### src/rtl/gas_pkg.sv
// Shared types and helpers for the multi-channel gas detector.
package gas_pkg;

  typedef enum logic [1:0] {
    SAFE  = 2'd0,
    WARN  = 2'd1,
    ALARM = 2'd2
  } gas_state_e;

  localparam logic [2:0] ST_SAFE  = 3'b001;
  localparam logic [2:0] ST_WARN  = 3'b010;
  localparam logic [2:0] ST_ALARM = 3'b100;

  // Bits needed to hold a density from 0 up to and including win.
  function automatic int cnt_width(input int win);
    return $clog2(win + 1);
  endfunction

  // Channel-select width, never narrower than one bit.
  function automatic int sel_width(input int ch);
    return (ch > 1) ? $clog2(ch) : 1;
  endfunction

endpackage

### src/rtl/gas_detector_array_if.sv
// Sensor-side / controller-side signal bundle of gas_detector_array.
// master drives samples, acknowledge and channel select; slave is the detector.
interface gas_detector_array_if
  import gas_pkg::*;
#(
  parameter int CH  = 4,
  parameter int WIN = 12
);
  localparam int SW = sel_width(CH);
  localparam int CW = cnt_width(WIN);

  logic [CH-1:0]  din;
  logic           ack;
  logic [SW-1:0]  ch_sel;
  logic [2:0]     dout;
  logic [WIN-1:0] seq;
  logic [CW-1:0]  peak_cnt;
  logic [CH-1:0]  hot_mask;

  modport master (
    output din, ack, ch_sel,
    input  dout, seq, peak_cnt, hot_mask
  );

  modport slave (
    input  din, ack, ch_sel,
    output dout, seq, peak_cnt, hot_mask
  );

endinterface

### src/rtl/gas_window_counter.sv
// One sensor channel: WIN-sample sliding window and its popcount (density).
module gas_window_counter
  import gas_pkg::*;
#(
  parameter  int WIN = 12,
  localparam int CW  = cnt_width(WIN)
) (
  input  logic           clk,
  input  logic           arst,
  input  logic           din,
  output logic [WIN-1:0] window,
  output logic [CW-1:0]  cnt
);

  // Shift the newest sample into bit 0.
  // NOTE: sequential state uses non-blocking assignments so every register
  // samples pre-edge values regardless of block ordering.
  always_ff @(posedge clk or posedge arst) begin
    if (arst) window <= '0;
    else      window <= {window[WIN-2:0], din};
  end

  // Count ones currently in the window.
  // NOTE: default every always_comb output first so no path leaves it
  // unassigned and a latch cannot be inferred.
  always_comb begin
    cnt = '0;
    for (int i = 0; i < WIN; i++) cnt = cnt + CW'(window[i]);
  end

endmodule

### src/rtl/gas_detector_array.sv
// Multi-channel gas detector: per-channel density windows feeding a shared
// SAFE/WARN/ALARM state machine with hold-off and one-count hysteresis.
// Optional build macro GAS_ALARM_LATCH_EN makes ALARM sticky until an
// acknowledge arrives with every channel below the warn threshold.
module gas_detector_array
  import gas_pkg::*;
#(
  parameter int CH         = 4,
  parameter int WIN        = 12,
  parameter int WARN_TH    = 4,
  parameter int ALARM_TH   = 8,
  parameter int ALARM_HOLD = 3
) (
  input logic                 clk,
  input logic                 arst,
  gas_detector_array_if.slave bus
);

  localparam int CW = cnt_width(WIN);
  localparam int HW = $clog2(ALARM_HOLD + 1);

  localparam logic [CW-1:0] WARN_C  = CW'(WARN_TH);
  localparam logic [CW-1:0] HYS_C   = CW'(WARN_TH - 1);
  localparam logic [CW-1:0] ALARM_C = CW'(ALARM_TH);
  localparam logic [HW-1:0] HOLD_C  = HW'(ALARM_HOLD);

  logic [WIN-1:0] win_q [CH];
  logic [CW-1:0]  cnt   [CH];

  logic [CH-1:0]  hot_vec;
  logic           hot;
  logic           warm;
  logic           near;
  logic [CW-1:0]  peak_c;
  logic [WIN-1:0] seq_c;

  logic [HW-1:0]  hold_cnt;
  logic [HW-1:0]  hold_nxt;
  logic           alarm_go;

  gas_state_e     state;
  logic [2:0]     dout_q;
  logic [CW-1:0]  peak_q;
  logic [CH-1:0]  hot_mask_q;

  for (genvar g = 0; g < CH; g++) begin : g_ch
    gas_window_counter #(.WIN(WIN)) u_win (
      .clk    (clk),
      .arst   (arst),
      .din    (bus.din[g]),
      .window (win_q[g]),
      .cnt    (cnt[g])
    );
  end

  // Threshold comparators and max-density reduction across channels.
  always_comb begin
    hot_vec = '0;
    warm    = 1'b0;
    near    = 1'b0;
    peak_c  = '0;
    for (int i = 0; i < CH; i++) begin
      if (cnt[i] >= ALARM_C) hot_vec[i] = 1'b1;
      if (cnt[i] >= WARN_C)  warm       = 1'b1;
      if (cnt[i] >= HYS_C)   near       = 1'b1;
      if (cnt[i] > peak_c)   peak_c     = cnt[i];
    end
  end

  assign hot = |hot_vec;

  // Window monitor mux; out-of-range selects read as all zeros.
  always_comb begin
    seq_c = '0;
    if (int'(bus.ch_sel) < CH) seq_c = win_q[bus.ch_sel];
  end

  // Next hold count: saturating run length of consecutive hot cycles.
  always_comb begin
    hold_nxt = '0;
    if (hot) hold_nxt = (hold_cnt == HOLD_C) ? hold_cnt : hold_cnt + 1'b1;
  end

  assign alarm_go = hot && (hold_nxt == HOLD_C);

  // Registered status outputs and hold counter.
  always_ff @(posedge clk or posedge arst) begin
    if (arst) begin
      hold_cnt   <= '0;
      peak_q     <= '0;
      hot_mask_q <= '0;
    end else begin
      hold_cnt   <= hold_nxt;
      peak_q     <= peak_c;
      hot_mask_q <= hot_vec;
    end
  end

  // SAFE/WARN/ALARM state machine with registered one-hot status.
  always_ff @(posedge clk or posedge arst) begin
    if (arst) begin
      state  <= SAFE;
      dout_q <= ST_SAFE;
    end else begin
      case (state)
        SAFE: begin
          if (warm) begin
            state  <= WARN;
            dout_q <= ST_WARN;
          end
        end
        WARN: begin
          if (alarm_go) begin
            state  <= ALARM;
            dout_q <= ST_ALARM;
          end else if (!near) begin
            state  <= SAFE;
            dout_q <= ST_SAFE;
          end
        end
        ALARM: begin
`ifdef GAS_ALARM_LATCH_EN
          if (bus.ack && !warm) begin
            state  <= SAFE;
            dout_q <= ST_SAFE;
          end
`else
          if (!warm) begin
            state  <= SAFE;
            dout_q <= ST_SAFE;
          end else if (!hot) begin
            state  <= WARN;
            dout_q <= ST_WARN;
          end
`endif
        end
        default: begin
          state  <= SAFE;
          dout_q <= ST_SAFE;
        end
      endcase
    end
  end

`ifndef GAS_ALARM_LATCH_EN
  // Acknowledge has no effect when ALARM is not latched.
  logic ack_unused;
  assign ack_unused = bus.ack;
`endif

  assign bus.dout     = dout_q;
  assign bus.peak_cnt = peak_q;
  assign bus.hot_mask = hot_mask_q;
  assign bus.seq      = seq_c;

endmodule
### src/flat_wrapper.sv
// flat-port wrapper written by rule: the top's interface ports become plain ports
module gas_detector_array_flat import gas_pkg::*;
#(
  parameter int CH         = 4,
  parameter int WIN        = 12,
  parameter int WARN_TH    = 4,
  parameter int ALARM_TH   = 8,
  parameter int ALARM_HOLD = 3
)
  (clk, arst, bus_din, bus_ack, bus_ch_sel, bus_dout, bus_seq, bus_peak_cnt, bus_hot_mask);
  gas_detector_array_if #(.CH(CH), .WIN(WIN)) bus_i ();
  input logic clk;
  input logic arst;
  input wire logic [$bits(bus_i.din)-1:0] bus_din;
  input wire logic [$bits(bus_i.ack)-1:0] bus_ack;
  input wire logic [$bits(bus_i.ch_sel)-1:0] bus_ch_sel;
  output wire logic [$bits(bus_i.dout)-1:0] bus_dout;
  output wire logic [$bits(bus_i.seq)-1:0] bus_seq;
  output wire logic [$bits(bus_i.peak_cnt)-1:0] bus_peak_cnt;
  output wire logic [$bits(bus_i.hot_mask)-1:0] bus_hot_mask;
  assign bus_i.din = bus_din;
  assign bus_i.ack = bus_ack;
  assign bus_i.ch_sel = bus_ch_sel;
  assign bus_dout = bus_i.dout;
  assign bus_seq = bus_i.seq;
  assign bus_peak_cnt = bus_i.peak_cnt;
  assign bus_hot_mask = bus_i.hot_mask;
  gas_detector_array #(.CH(CH), .WIN(WIN), .WARN_TH(WARN_TH), .ALARM_TH(ALARM_TH), .ALARM_HOLD(ALARM_HOLD)) u_core (.clk(clk), .arst(arst), .bus(bus_i));
endmodule
### config.mk
export PLATFORM = sky130hd
export DESIGN_NAME = gas_detector_array_flat
export DESIGN_NICKNAME = d
export VERILOG_FILES = /design/src/rtl/gas_pkg.sv /design/src/rtl/gas_detector_array_if.sv /design/src/rtl/gas_window_counter.sv /design/src/rtl/gas_detector_array.sv /design/src/flat_wrapper.sv
export SDC_FILE = /design/constraint.sdc
export NUM_CORES = 1
export LEC_CHECK = 0
export CAP_MARGIN = 10
export CORE_MARGIN = 3
export CORE_UTILIZATION = 52
export DETAILED_ROUTE_END_ITERATION = 16
export HOLD_SLACK_MARGIN = 0.06
export PLACE_DENSITY = 0.87
export SLEW_MARGIN = 10
export SYNTH_ARGS = -nofsm -noshare
export SYNTH_HDL_FRONTEND = slang
export SYNTH_SLANG_ARGS = --single-unit
### constraint.sdc
create_clock -name clk -period 6.42 [get_ports clk]
set_input_delay 1.926 -clock clk [delete_from_list [all_inputs] [get_ports clk]]
set_output_delay 1.926 -clock clk [all_outputs]
set_load 0.03 [all_outputs]
==> impl_metrics.toml, run 1 <==
[synth]
yosys_most_used_dff = "dfrtp_1"
netlist_instances = 282
yosysSeqAreaShare_pct = 42.95
yosysMostFrequentCell = "inv_1"
yosys_warnings = 0
yosys.cell_types.count = 40
synth-edff-count = 0
synth_commonest_cells = "inv_1, dfrtp_1, ha_1"
ys_ff_latch = 61
syn-num-nets = 348
avgSynthCellArea_um2 = 12.61
synthArstFlopShare_pct = 100.0
synth_area_leaders = "dfrtp_1, fa_1, ha_1"
yosysTopAreaCellShare_pct = 42.21
yosysTopAreaCell = "dfrtp_1"
syn-cell-area_um2 = 3557

[critical_path]
cp-end-kind = "register"
required_ns = 6.64
start_kind = "register"
rr_worst_depth = 26
crit_fanout = 4
endpoint = "u_core.bus.peak_cnt[0]"
r2r_slack_ns = -0.48
startpoint = "u_core.g_ch[0].u_win.window[9]"
crit_type = "reg2reg"
cp.arrival_ns = 7.13
rr_startpoint = "u_core.g_ch[0].u_win.window[9]"
rr_endpoint = "u_core.bus.peak_cnt[0]"

[die]
coreArea_um2 = 6495
die_w_um = 88.71
die_h_um = 88.71
io_pins = 32
initial_utilization_pct = 54.77
die-area_um2 = 7869
rows = 29

[clock_network]
cts-root-buf = "clkbuf_8"
cts_tree = "built"
path_clk_slew_ns = 0.08
cts_sinks = 61
clk_latency_ns = 0.34
htreeDepth = 3
cts.path.max_buffers = 2
cts_buffers = 9

[global_route]
grt_pass1_wl_um = 13060
grt_overflow = 0
grt_max_degree = 62
grt_antenna_before_repair = 0
grt_pass1_vias = 2612
grt_usage_pct = 23.13

[sta]
tightestPinTransition_ns = 0.7546
slew_violations = 0
fin_skew_ns = 0.01303
rsz0062_at_grt = "true"
slew_headroom_pct = 49.69
setup_ws_ns = -0.4824
finalSetupViolCount = 4
period_share_pct = 107.5
min_period_ns = 6.902
finalHoldViolations = 0
max_freq_mhz = 144.9

[routing]
wl_per_cell_um = 18.41
drtIter0Drc = 116
drtPass1Iterations = 4
viasPerCell = 5.387
ant_nets = 0
vias = 2392
drt_drc_violations_left = 0
wl_um = 8173

[layout]
layout-drive-gt1-share_pct = 29.97
area_delta_synth_final_pct = 29.41
fin_nets = 428
fin_area_um2 = 4603
nFillCells = 363
antennaDiodeCount = 0

[job]
maxCapViolations = 0

[placed_design]
globalplace.congestion = 0.8618
place_area_um2 = 4189
place_worst_setup_slack_ns = -0.5008
dpl.hpwl_um = 5734
io_buffers = 30

[run_status]
status = "finished, violations left"
violations = "negative setup slack"

[min_path]
min_path_cells = 0
hold_class = "reg2reg"
critical path, stage by stage (launching register included):
cell and delay (ns):
dfrtp_1 0.40, fa_1 0.56, inv_2 0.04, fa_1 0.56
fa_1 0.44, fa_1 0.54, inv_2 0.05, ha_4 0.16
fa_2 0.58, inv_2 0.07, ha_4 0.27, nor2b_4 0.14
o21ai_2 0.08, a21oi_4 0.20, mux2i_2 0.32, inv_2 0.08
ha_4 0.27, nor2b_4 0.12, o211ai_1 0.11, a21oi_2 0.25
buf_4 0.15, buf_4 0.09, mux2_2 0.33, ha_1 0.32
a21oi_2 0.17, a41o_1 0.17, mux2_4 0.31
how the worst min path moves through the flow:
stage	from	endpoint	slack, ns
after global placement	u_core.g_ch[1].u_win.window[9]	u_core.g_ch[1].u_win.window[10]	0.39
after global routing	u_core.g_ch[2].u_win.window[4]	u_core.g_ch[2].u_win.window[5]	0.42
after detailed placement	u_core.g_ch[1].u_win.window[9]	u_core.g_ch[1].u_win.window[10]	0.38
after CTS	u_core.g_ch[2].u_win.window[8]	u_core.g_ch[2].u_win.window[9]	0.41
final	u_core.g_ch[3].u_win.window[8]	u_core.g_ch[3].u_win.window[9]	0.40
after floorplan	u_core.g_ch[1].u_win.window[10]	u_core.g_ch[1].u_win.window[11]	0.37
cells in the final DEF, fill, tap and decap left out, types with 2 or more instances in the layout:
master / netlist / layout
xor2_1: 3 / 2
dfrtp_1: 60 / 59
buf_4: 0 / 40
a21oi_1: 10 / 8
nand2_1: 5 / 4
fa_1: 28 / 26
nor2b_4: 0 / 3
ha_1: 29 / 22
inv_2: 0 / 9
a21o_1: 2 / 2
clkdlybuf4s50_1: 0 / 30
mux2i_2: 0 / 2
a21oi_2: 1 / 3
mux4_2: 12 / 12
a31oi_1: 2 / 2
o21ai_0: 3 / 2
fa_2: 0 / 2
a2111oi_2: 2 / 2
inv_1: 77 / 68
ha_4: 0 / 5
nor2_1: 4 / 4
clkbuf_8: 0 / 10
nand3_1: 5 / 5
o211ai_1: 2 / 2
mux2i_1: 7 / 4
nor2b_1: 4 / 2
clkinv_4: 0 / 2
a22oi_1: 2 / 2
ha_2: 0 / 2
mux2_4: 3 / 3
buf_6: 0 / 2
metrics by stage:
| stage | TNS (ns) | instances | utilization (%) | hold WS, ns |
|---|---|---|---|---|
| finish | -1.869 | 444 | 70.87 | 0.4012 |
| global route | -2.907 | 444 | 70.87 | 0.4244 |
| CTS | -1.578 | 441 | 69.74 | 0.4060 |
| detailed placement | -1.969 | 416 | 64.50 | 0.3833 |
| global placement | -1.235 | 416 | 64.50 | 0.3860 |
| floorplan | -0.1082 | 282 | - | 0.3689 |
cell type report:
type	count	area, um2	area share [%]
Clock buffer	11	141.4	3.071
Clock inverter	5	60.06	1.305
Inverter	77	289.0	6.279
Multi-Input combinational cell	141	1864	40.50
Sequential cell	61	1529	33.22
Tap cell	77	96.34	2.093
Timing Repair Buffer	72	623.1	13.54
flip-flops by register name, indices dropped and copies added (netlist names):
name	count
u_core.bus.dout	3
u_core.bus.hot_mask	4
u_core.g_ch.u_win.window	48
u_core.hold_cnt	2
u_core.bus.peak_cnt	4
repair_timing:
| action | in CTS | in global routing |
|---|---|---|
| hold buffers | 0 | 0 |
| setup buffers | 9 | 3 |
| pin swaps | 17 | 12 |
| setup endpoints to repair | 4 | 4 |
| endpoints found under the hold margin | 0 | 0 |
| gates resized for setup | 19 | 12 |
metal layers:
metal  wire length (um)  up-vias  GRT usage, %
met2               4230       58         39.07
li1                   -     1066             -
met5                  0        -             0
met3                337       18         4.655
met4                204        0         9.478
met1               3400     1250         29.21
cells by family after synthesis:
kind of cell,share of synthesized area [%]
buffers and inverters,8.512
DFF,42.95
adders and majority gates,25.96
AOI/OAI and AO/OA,6.191
and+or+nand+nor,4.256
muxes,11.15
xor gates and xnor gates,0.9851
Power of run 1 is left out: the tool's default activity adds up to more than one toggle a clock period on the data nets, which glitch-free logic cannot reach.
==> run 2, diff against run 1 <==
HOLD_SLACK_MARGIN = 0.12   (was 0.06)
==> results of run 2 <==
The final DEF is identical to that of run 1; final timing and power are the same.
Power of run 2 is left out for the same reason.
==> run 3, diff against run 2 <==
SETUP_SLACK_MARGIN = 0.4   (was not set)
==> run 3 against run 2 <==
Compared with the run above:
- the flow still finishes with violations (negative setup slack)
- first-iteration DRC count grew 110%
- clock skew shrank 0.0054 ns
- flip-flop and latch count is the same
- global-route usage is essentially flat
- design area grew 0.63%
- critical path depth grew 2
- sequential share of layout area shrank 0.23 points
- core utilization grew 0.44 points
- worst hold slack gained 0.013 ns
- final cell count grew 0.23%
- via count grew 1.2%
- largest cell class unchanged
==> impl_metrics.toml, run 3 (same netlist as run 1, synthesis figures left out) <==
[layout]
regMostFlops = "u_core.g_ch.u_win.window"
fin_nets = 429
layout-drive-gt1-share_pct = 29.62
final_common_cell = "inv_1"
largest_reg_flops = 48
antennaDiodeCount = 0
nFillCells = 382
final_cell_mix = "inv_1, dfrtp_1, buf_4, clkdlybuf4s50_1, fa_1"
area_delta_synth_final_pct = 30.21

[clock_network]
cts_tree = "built"
cts_hold_buf = 0
cts_buffers = 9
path_clk_slew_ns = 0.07
cts.path.max_buffers = 2
cts-root-buf = "clkbuf_8"
cts_sinks = 61
clk_latency_ns = 0.35
htreeDepth = 3

[sta]
slew_headroom_pct = 49.22
period_share_pct = 106.6
finalHoldViolations = 0
rsz0062_at_grt = "true"
finalSetupViolCount = 4
min_period_ns = 6.843
max_freq_mhz = 146.1
finalSetupTns_ns = -1.599
tightestPinTransition_ns = 0.7617
setup_ws_ns = -0.4235
slew_violations = 0
fin_skew_ns = 0.007623

[die]
die_w_um = 88.71
io_pins = 32
initial_utilization_pct = 54.77
die_h_um = 88.71
die-area_um2 = 7869
coreArea_um2 = 6495
rows = 29

[routing]
drt_drc_violations_left = 0
viasPerCell = 5.440
ant_nets = 0
wl_per_cell_um = 19.00
wl_um = 8453
vias = 2421
drtPass1Iterations = 4
drtIter0Drc = 249

[critical_path]
crit_fanout = 4
max_stage_delay_ns = 0.56
cp-end-kind = "register"
start_kind = "register"
cp.arrival_ns = 7.08
crit_type = "reg2reg"
required_ns = 6.65
slowest_stage = "fa_1"

[job]
maxCapViolations = 0

[placed_design]
globalplace.congestion = 0.8779
dpl.hpwl_um = 5813
io_buffers = 30

[global_route]
grt_pass1_vias = 2669
grt_overflow = 0
grt_antenna_before_repair = 0
grt_usage_pct = 23.12
grt_pass1_wl_um = 13080
grt_max_degree = 62

[run_status]
violations = "negative setup slack"
status = "finished, violations left"

[min_path]
hold_class = "reg2reg"
==> run 3: area by class of cell <==
| class | count | area, um2 | share of cell area [%] |
|---|---|---|---|
| Tap cell | 77 | 96.34 | 2.080 |
| Clock inverter | 6 | 71.32 | 1.540 |
| Inverter | 77 | 289.0 | 6.240 |
| Multi-Input combinational cell | 141 | 1883 | 40.65 |
| Clock buffer | 10 | 137.6 | 2.971 |
| Sequential cell | 61 | 1528 | 32.98 |
| Timing Repair Buffer | 73 | 626.9 | 13.53 |
==> run 3: metal layers <==
layer	GRT usage (%)	wire [um]	part of all wire [%]
met1	28.98	3476	41
met2	39.27	4435	52
met3	4.283	342	4.0
met4	10.03	197	2.3
met5	0	0	0
==> run 3: final timing paths <==
kind / startpoint / depth (start not counted) / end / slack (ns)
worst max-delay path: u_core.g_ch[1].u_win.window[0] / 28 / u_core.bus.peak_cnt[0] / -0.42
max in group asynchronous: arst / 3 / u_core.g_ch[0].u_win.window[4] / 3.78
worst min-delay path: u_core.g_ch[2].u_win.window[2] / 0 / u_core.g_ch[2].u_win.window[3] / 0.41
min in group asynchronous: arst / 3 / u_core.g_ch[3].u_win.window[7] / 2.12
worst max register to register: u_core.g_ch[1].u_win.window[0] / 28 / u_core.bus.peak_cnt[0] / -0.42
worst min register to register: u_core.g_ch[2].u_win.window[2] / 0 / u_core.g_ch[2].u_win.window[3] / 0.41
==> run 3: per-stage QoR <==
step | setup slack [ns] | utilization, % | hold WS, ns | instance area, um2 | std cells
floorplan | -0.03018 | - | 0.3689 | 3588 | 282
global placement | -0.1984 | 64.84 | 0.3807 | 4212 | 418
detailed placement | -0.3678 | 64.84 | 0.3910 | 4212 | 418
CTS | -0.3199 | 70.35 | 0.4112 | 4569 | 440
global route | -0.6307 | 71.32 | 0.4260 | 4632 | 445
finish | -0.4235 | 71.32 | 0.4138 | 4632 | 445
==> run 3: what timing repair did <==
| item | 4_1_cts | 5_1_grt |
|---|---|---|
| setup endpoints to repair | 4 | 4 |
| buffers inserted | 6 | 5 |
| pin swaps | 1 | 4 |
| resized for setup | 18 | 8 |
==> run 3: critical path, delay by kind of cell, from the launching register on <==
kind	cells	cell delay, ns
AOI/OAI and AO/OA	7	1.11
adders and majority gates	9	3.51
buffers and inverters	5	0.31
DFF	1	0.42
muxes	3	0.90
and+or+nand+nor	4	0.48
Power of run 3 is left out for the same reason.
